<file path="src/rtl/pipelined_multiplier.sv">
// ============================================================================
// Module   : pipelined_multiplier
// Purpose  : STAGES-deep signed/unsigned integer multiplier with ROB tag,
//            valid/ready backpressure and flush kill. Optional performance
//            counters are enabled by defining MUL_PERF_CNT_EN.
// Revision : 1.0 - initial release
// ============================================================================
`default_nettype none

module pipelined_multiplier #(
  parameter int DATA_W = 32,
  parameter int STAGES = 3,
  parameter int TAG_W  = 6
) (
  input  logic              clk,
  input  logic              reset,
  input  logic              kill,
  input  logic              in_valid,
  output logic              in_ready,
  input  logic [DATA_W-1:0] src1,
  input  logic [DATA_W-1:0] src2,
  input  logic              src1_signed,
  input  logic              src2_signed,
  input  logic              sel_lohi,
  input  logic [TAG_W-1:0]  in_tag,
  output logic              out_valid,
  input  logic              out_ready,
  output logic [DATA_W-1:0] result,
  output logic [TAG_W-1:0]  out_tag
`ifdef MUL_PERF_CNT_EN
  ,
  output logic [31:0]       perf_issued,
  output logic [31:0]       perf_stall
`endif
);

  localparam int PROD_W = 2 * DATA_W;

  logic              advance;
  logic              accept;
  logic [PROD_W-1:0] src1_ext;
  logic [PROD_W-1:0] src2_ext;
  logic [PROD_W-1:0] prod;
  logic [PROD_W-1:0] last_prod;
  logic              last_sel;
  logic [TAG_W-1:0]  last_tag;
  logic [STAGES-1:0] vld_q;
  logic [STAGES-1:0] vld_d;
  logic [DATA_W-1:0] result_q;
  logic [TAG_W-1:0]  out_tag_q;

  assign out_valid = vld_q[STAGES-1];
  assign result    = result_q;
  assign out_tag   = out_tag_q;
  assign advance   = !out_valid || out_ready;
  assign in_ready  = advance && !kill && !reset;
  assign accept    = in_valid && in_ready;

  // Extending both operands to the full product width lets a plain modular
  // multiply yield the exact low 2*DATA_W bits of the signed product.
  assign src1_ext = {{DATA_W{src1_signed & src1[DATA_W-1]}}, src1};
  assign src2_ext = {{DATA_W{src2_signed & src2[DATA_W-1]}}, src2};
  assign prod     = src1_ext * src2_ext;

  always_comb begin
    vld_d = vld_q;
    if (advance) begin
      vld_d[0] = accept;
      for (int i = 1; i < STAGES; i++) begin
        vld_d[i] = vld_q[i-1];
      end
    end
    if (reset || kill) begin
      vld_d = '0;
    end
  end

  always_ff @(posedge clk) begin
    vld_q <= vld_d;
  end

  generate
    if (STAGES > 1) begin : g_pipe
      logic [PROD_W-1:0] prod_q [STAGES-1];
      logic [TAG_W-1:0]  tag_q  [STAGES-1];
      logic [STAGES-2:0] sel_q;

      // Intermediate slots carry the full product; stalls freeze every slot.
      always_ff @(posedge clk) begin
        if (advance) begin
          prod_q[0] <= prod;
          tag_q[0]  <= in_tag;
          sel_q[0]  <= sel_lohi;
          for (int i = 1; i < STAGES - 1; i++) begin
            prod_q[i] <= prod_q[i-1];
            tag_q[i]  <= tag_q[i-1];
            sel_q[i]  <= sel_q[i-1];
          end
        end
      end

      assign last_prod = prod_q[STAGES-2];
      assign last_tag  = tag_q[STAGES-2];
      assign last_sel  = sel_q[STAGES-2];
    end else begin : g_direct
      assign last_prod = prod;
      assign last_tag  = in_tag;
      assign last_sel  = sel_lohi;
    end
  endgenerate

  always_ff @(posedge clk) begin
    if (reset) begin
      result_q  <= '0;
      out_tag_q <= '0;
    end else if (advance) begin
      result_q  <= last_sel ? last_prod[PROD_W-1:DATA_W] : last_prod[DATA_W-1:0];
      out_tag_q <= last_tag;
    end
  end

`ifdef MUL_PERF_CNT_EN
  logic [31:0] perf_issued_q;
  logic [31:0] perf_stall_q;

  // Counters ignore kill so flushed work still shows up as issued.
  always_ff @(posedge clk) begin
    if (reset) begin
      perf_issued_q <= '0;
      perf_stall_q  <= '0;
    end else begin
      if (accept) begin
        perf_issued_q <= perf_issued_q + 32'd1;
      end
      if (out_valid && !out_ready) begin
        perf_stall_q <= perf_stall_q + 32'd1;
      end
    end
  end

  assign perf_issued = perf_issued_q;
  assign perf_stall  = perf_stall_q;
`endif

endmodule

`default_nettype wire

</file>
<file path="config.mk">
export PLATFORM = sky130hd
export DESIGN_NAME = pipelined_multiplier
export DESIGN_NICKNAME = d
export VERILOG_FILES = /design/src/rtl/pipelined_multiplier.sv
export SDC_FILE = /design/constraint.sdc
export NUM_CORES = 2
export LEC_CHECK = 0
export CORE_UTILIZATION = 58
export DETAILED_ROUTE_END_ITERATION = 8
export HOLD_SLACK_MARGIN = 0.15
export PLACE_DENSITY = 0.79
export SYNTH_ARGS = -nofsm -noshare
export SYNTH_HDL_FRONTEND = slang
export SYNTH_SLANG_ARGS = --single-unit
export TNS_END_PERCENT = 100
</file>
<file path="constraint.sdc">
create_clock -name clk -period 20.2 [get_ports clk]
set_input_delay 2.02 -clock clk [delete_from_list [all_inputs] [get_ports clk]]
set_output_delay 2.02 -clock clk [all_outputs]
set_load 0.02 [all_outputs]
</file>
# --- Yosys cells after proc, flatten, opt, wreduce, memory -nomap -nowiden ---
# Memory sizes are Yosys's and may differ from the RTL's. A register that Yosys moved wholly into a read port is not among the register bits.
# Cells that the tools add are included.
word_totals:
  regBits: 37
  latchBits: 0
  ramBits: 140
  mem_bits_ro: 0
  input_bits: 78
  out_inout_bits: 40
  elab_cells: 19
  n_memories: 2
classes:
  add_sub_neg: 0
  multipliers: 1
  div_mod_pow: 0
  order_cmp: 0
  n_eq_ne: 0
  shift: 0
  mux: 3
  bitwise_logic: 2
  n_reduce_logical: 8
memory_table:
  columns: ["name", "depth", "word_bits", "rd", "rd_clocked_by_memory_dff", "write_ports", "line", "rtl"]
  rows:
  - ["g_pipe.prod_q", 2, 64, 2, 0, 2, "84", "logic [PROD_W-1:0] prod_q [STAGES-1];"]
  - ["g_pipe.tag_q", 2, 6, 2, 1, 2, "85", "logic [TAG_W-1:0] tag_q [STAGES-1];"]
ops:
  columns: ["op", "n"]
  rows:
  - ["33-bit by 33-bit multiplier with 64-bit output", 1]
  - ["32-bit 2-to-1 mux", 1]
  - ["1-bit logical AND", 3]
  - ["1-bit logical NOT", 3]
  - ["1-bit bitwise AND", 2]
  - ["1-bit logical OR", 2]
  - ["1-bit 2-to-1 mux", 2]

# --- Logic depth before layout (Yosys ltp) ---
logic_depth:
  ltp_word: 5
  depth_mapped: 31
  mapped_depth_nobuf: 28

# --- Worst setup path after synthesis ---
# OpenSTA, ideal clock, no wires.
synth_timing:
  path_kind: "in2reg"
  startpoint: "in src1_signed"
  endpoint: "mem g_pipe.prod_q[0][61] in the netlist's numbering (data pin)"
  setup_ns: 0.258
  arrival_ns: 9.656
  required_time_ns: 19.942
  slack_ns: 10.285
  stages: 26
  n_path_buf: 2
  path_cell_list: "and2_1 -> clkbuf_1 -> clkbuf_1 -> nand2_1 -> inv_1 -> fa_1 -> fa_1 -> fa_1 -> inv_1 -> fa_1 -> inv_1 -> fa_1 -> fa_1 -> inv_1 -> fa_1 -> fa_1 -> inv_1 -> ha_1 -> and2_1 -> nand3_1 -> or4_1 -> o21ai_2 -> a21boi_2 -> o31ai_1 -> a21oi_1 -> xnor2_1"
synth_lines:
  columns: ["item", "line", "rtl"]
  rows:
  - ["start: declaration", "22", "input logic src1_signed,"]
  - ["end: declaration", "84", null]

==> metrics.md <==
| Metric | Value |
|---|---|
| CTS Hold Bufs | `0` |
| Rows | `100` |
| Post-route ant nets | `0` |
| EDFF count, synth | `142` |
| Synth-to-Final Area Change | `5.30%` |
| Mapped Cells | `4,446` |
| Placed Cells | `5,347` |
| Register area | `5080 um^2` |
| Slowest stage delay, CP | `1.09 ns` |
| Yosys top cell area share | `51.5%` |
| Critical path class | `input pin to flop` |
| Crit path max fanout | `51` |
| Dominant cell type by area after synthesis | `fa_1` |
| Initial core utilization | `58.6%` |
| Dpl cell area | `45,500 um^2` |
| Mean post-synth cell area | `9.84 um^2` |
| TritonCTS clock tree | `done` |
| Asr flop ratio synth | `0%` |
| Initial drt markers | `2,035` |
| CP endpoint kind | `flop` |
| Wire length of the first global-routing pass | `176 mm` |
| WP data arrival | `11.65 ns` |
| CP most frequent cell | `fa_1` |
| Most area-consuming cells after synthesis | `fa_1 52%, edfxtp_1 9.8%, inv_1 9.4%` |
| Cell Count, Final, Fillers Out | `5,379` |
| Drt pass-1 iters | `8` |
| Multi-input logic area | `33,600 um^2` |
| Port bufs | `117` |
| Setup Buffers After CTS | `0` |
| Largest net degree at the start of global routing | `119` |
| Post-synth cell types | `70` |
| Register area share after synthesis | `11.6%` |
| Ant. Diodes | `0` |
| Total congestion overflow | `0` |
| Die area | `76,500 um^2` |
| Post-Route Skew | `0.0159 ns` |
| Setup_tns | `0 ns` |
| Max-slew headroom | `24.3%` |
| Die Ht | `277 um` |
| Later-pin clock latency in the skew report | `0.42 ns` |
| Share of layout cells above drive strength 1 | `3.04%` |
| CP top delay family | `adder cells` |
| Synthesized cell area | `43,700 um^2` |
| Vias in the first global route | `33,198` |
| Clk slew on worst S/H paths | `0.08 ns` |
| Max-Cap Viols | `0` |
| Post-DR wirelength/cell | `20.2 um` |
| Clock sinks | `183` |
| DR vias/cell | `5.62` |
| CP bufs+invs | `7` |
| CORE AREA | `74,600 um^2` |
| Tmin final | `11.48 ns` |
| Critical Path RT | `20.37 ns` |
| Worst-Margin Slew | `1.13 ns` |
| Post-synthesis net count | `5,861` |
| Max Slew Vio Count | `0` |
| Startpoint types | `input pin` |
| GRT Util Overall | `29.7%` |
| Synth warn | `0` |
| HP Class | `flop to flop` |
| Vias post-DR | `30,206` |
| Max H-tree Level | `4` |
| NumNets Final | `5,812` |
| Clk buf depth | `2` |
| Max Fclk | `87.1 MHz` |
| Final HPWL DP | `84.8 mm` |
| Flops & latches, synth | `183` |
| Initial antenna violation count | `4` |
| Die width | `277 um` |
| Most frequent cells in the layout | `1,125 x fa_1, 1,099 x inv_1, 726 x nand2_1, 357 x and2_1, 212 x ha_1` |
| DRT Wirelength | `108 mm` |
| Ports | `118` |
| Cts bufs inserted | `17` |
| Top FF cell, synth | `edfxtp_1` |
| Hold Vio Cnt, Final | `0` |
| Crit share post-route | `56.8%` |
| RSZ-0062 raised after global routing | `no` |
| PostCTS Resize Cnt | `0` |
| Most common cell after layout, fill and taps aside | `fa_1` |
| Critical-path top delay cell | `fa_1` |
| Cell area after layout | `46,000 um^2` |
| DRC violations left | `0` |
| Root buffer cell | `clkbuf_16` |
| GPL Wtd Cong | `0.923` |
| Fill cells | `6,030` |
| Final setup fails | `0` |
| Status | `complete, no violations` |
cell usage after synthesis, types with 14 or more instances:
| library cell | count |
|---|---|
| nand2_1 | 726 |
| inv_1 | 1099 |
| a21oi_1 | 64 |
| edfxtp_1 | 142 |
| mux2i_1 | 34 |
| xnor2_1 | 53 |
| xor2_1 | 24 |
| a21o_1 | 35 |
| and2_1 | 357 |
| clkbuf_1 | 224 |
| dfxtp_1 | 41 |
| a211oi_1 | 35 |
| o21ai_0 | 21 |
| and3_1 | 24 |
| ha_1 | 212 |
| nand3_1 | 14 |
| nand4_1 | 18 |
| nor2_1 | 81 |
| fa_1 | 1125 |
through the flow:
stage               utilization, %  hold slack (ns)  setup WS (ns)
global route                  61.7            0.414           8.20
detailed placement            61.0            0.405           8.33
global placement              61.0            0.401           8.56
CTS                           61.7            0.413           8.74
floorplan                        -            0.400          10.29
finish                        61.7            0.414           8.72
flip-flops by register name, summed over array words and instances (netlist names):
name,count
g_pipe.sel_q,2
vld_q,3
result,32
g_pipe.tag_q,12
out_tag,6
g_pipe.prod_q,128
routing by layer:
layer | up-vias | GRT usage (%) | wire length, um
li1 | 12767 | - | -
met1 | 15593 | 37.3 | 39200
met2 | 1428 | 50.9 | 54200
met3 | 412 | 4.33 | 8710
met4 | 6 | 14.3 | 6340
met5 | - | 0 | 40
layout make-up:
| cell class | count | area share [%] |
|---|---|---|
| Multi-Input combinational cell | 2930 | 73.0 |
| Sequential cell | 183 | 11.0 |
| Inverter | 1100 | 8.98 |
| Timing Repair Buffer | 165 | 3.09 |
| Tap cell | 969 | 2.63 |
| Clock buffer | 19 | 0.986 |
| Clock inverter | 13 | 0.269 |
worst paths after layout:
check / startpoint / end / slack, ns / cells after the start
setup / recovery: src1[31] / g_pipe.prod_q[0][61]$_DFFE_PN_ / 8.72 / 26
hold / removal: g_pipe.tag_q[0][3]$_DFFE_PN_ / g_pipe.tag_q[1][3]$_DFFE_PN_ / 0.41 / 0
setup reg to reg: vld_q[2]$_SDFFE_PP0N_ / g_pipe.prod_q[0][112]$_DFFE_PN_ / 17.43 / 3
hold reg to reg: g_pipe.tag_q[0][3]$_DFFE_PN_ / g_pipe.tag_q[1][3]$_DFFE_PN_ / 0.41 / 0
cell families (layout without fill, tap and decap cells):
kind of cell | Yosys count | after routing | synth area share [%]
flops | 183 | 183 | 11.6
compound gates | 225 | 225 | 3.64
simple gates | 1257 | 1257 | 13.3
mux | 34 | 34 | 0.778
xor+xnor | 77 | 77 | 1.54
fa+ha+maj | 1337 | 1337 | 57.6
buf+inv | 1333 | 1297 | 11.5
worst reg2reg max path: stages, from the launching register on:
cell and delay (ns):
dfxtp_1 0.31, nor2b_1 0.28, inv_6 0.68, buf_4 1.04
Power is left out: the tool's default activity adds up to more than one toggle a clock period on the data nets, which glitch-free logic cannot reach.
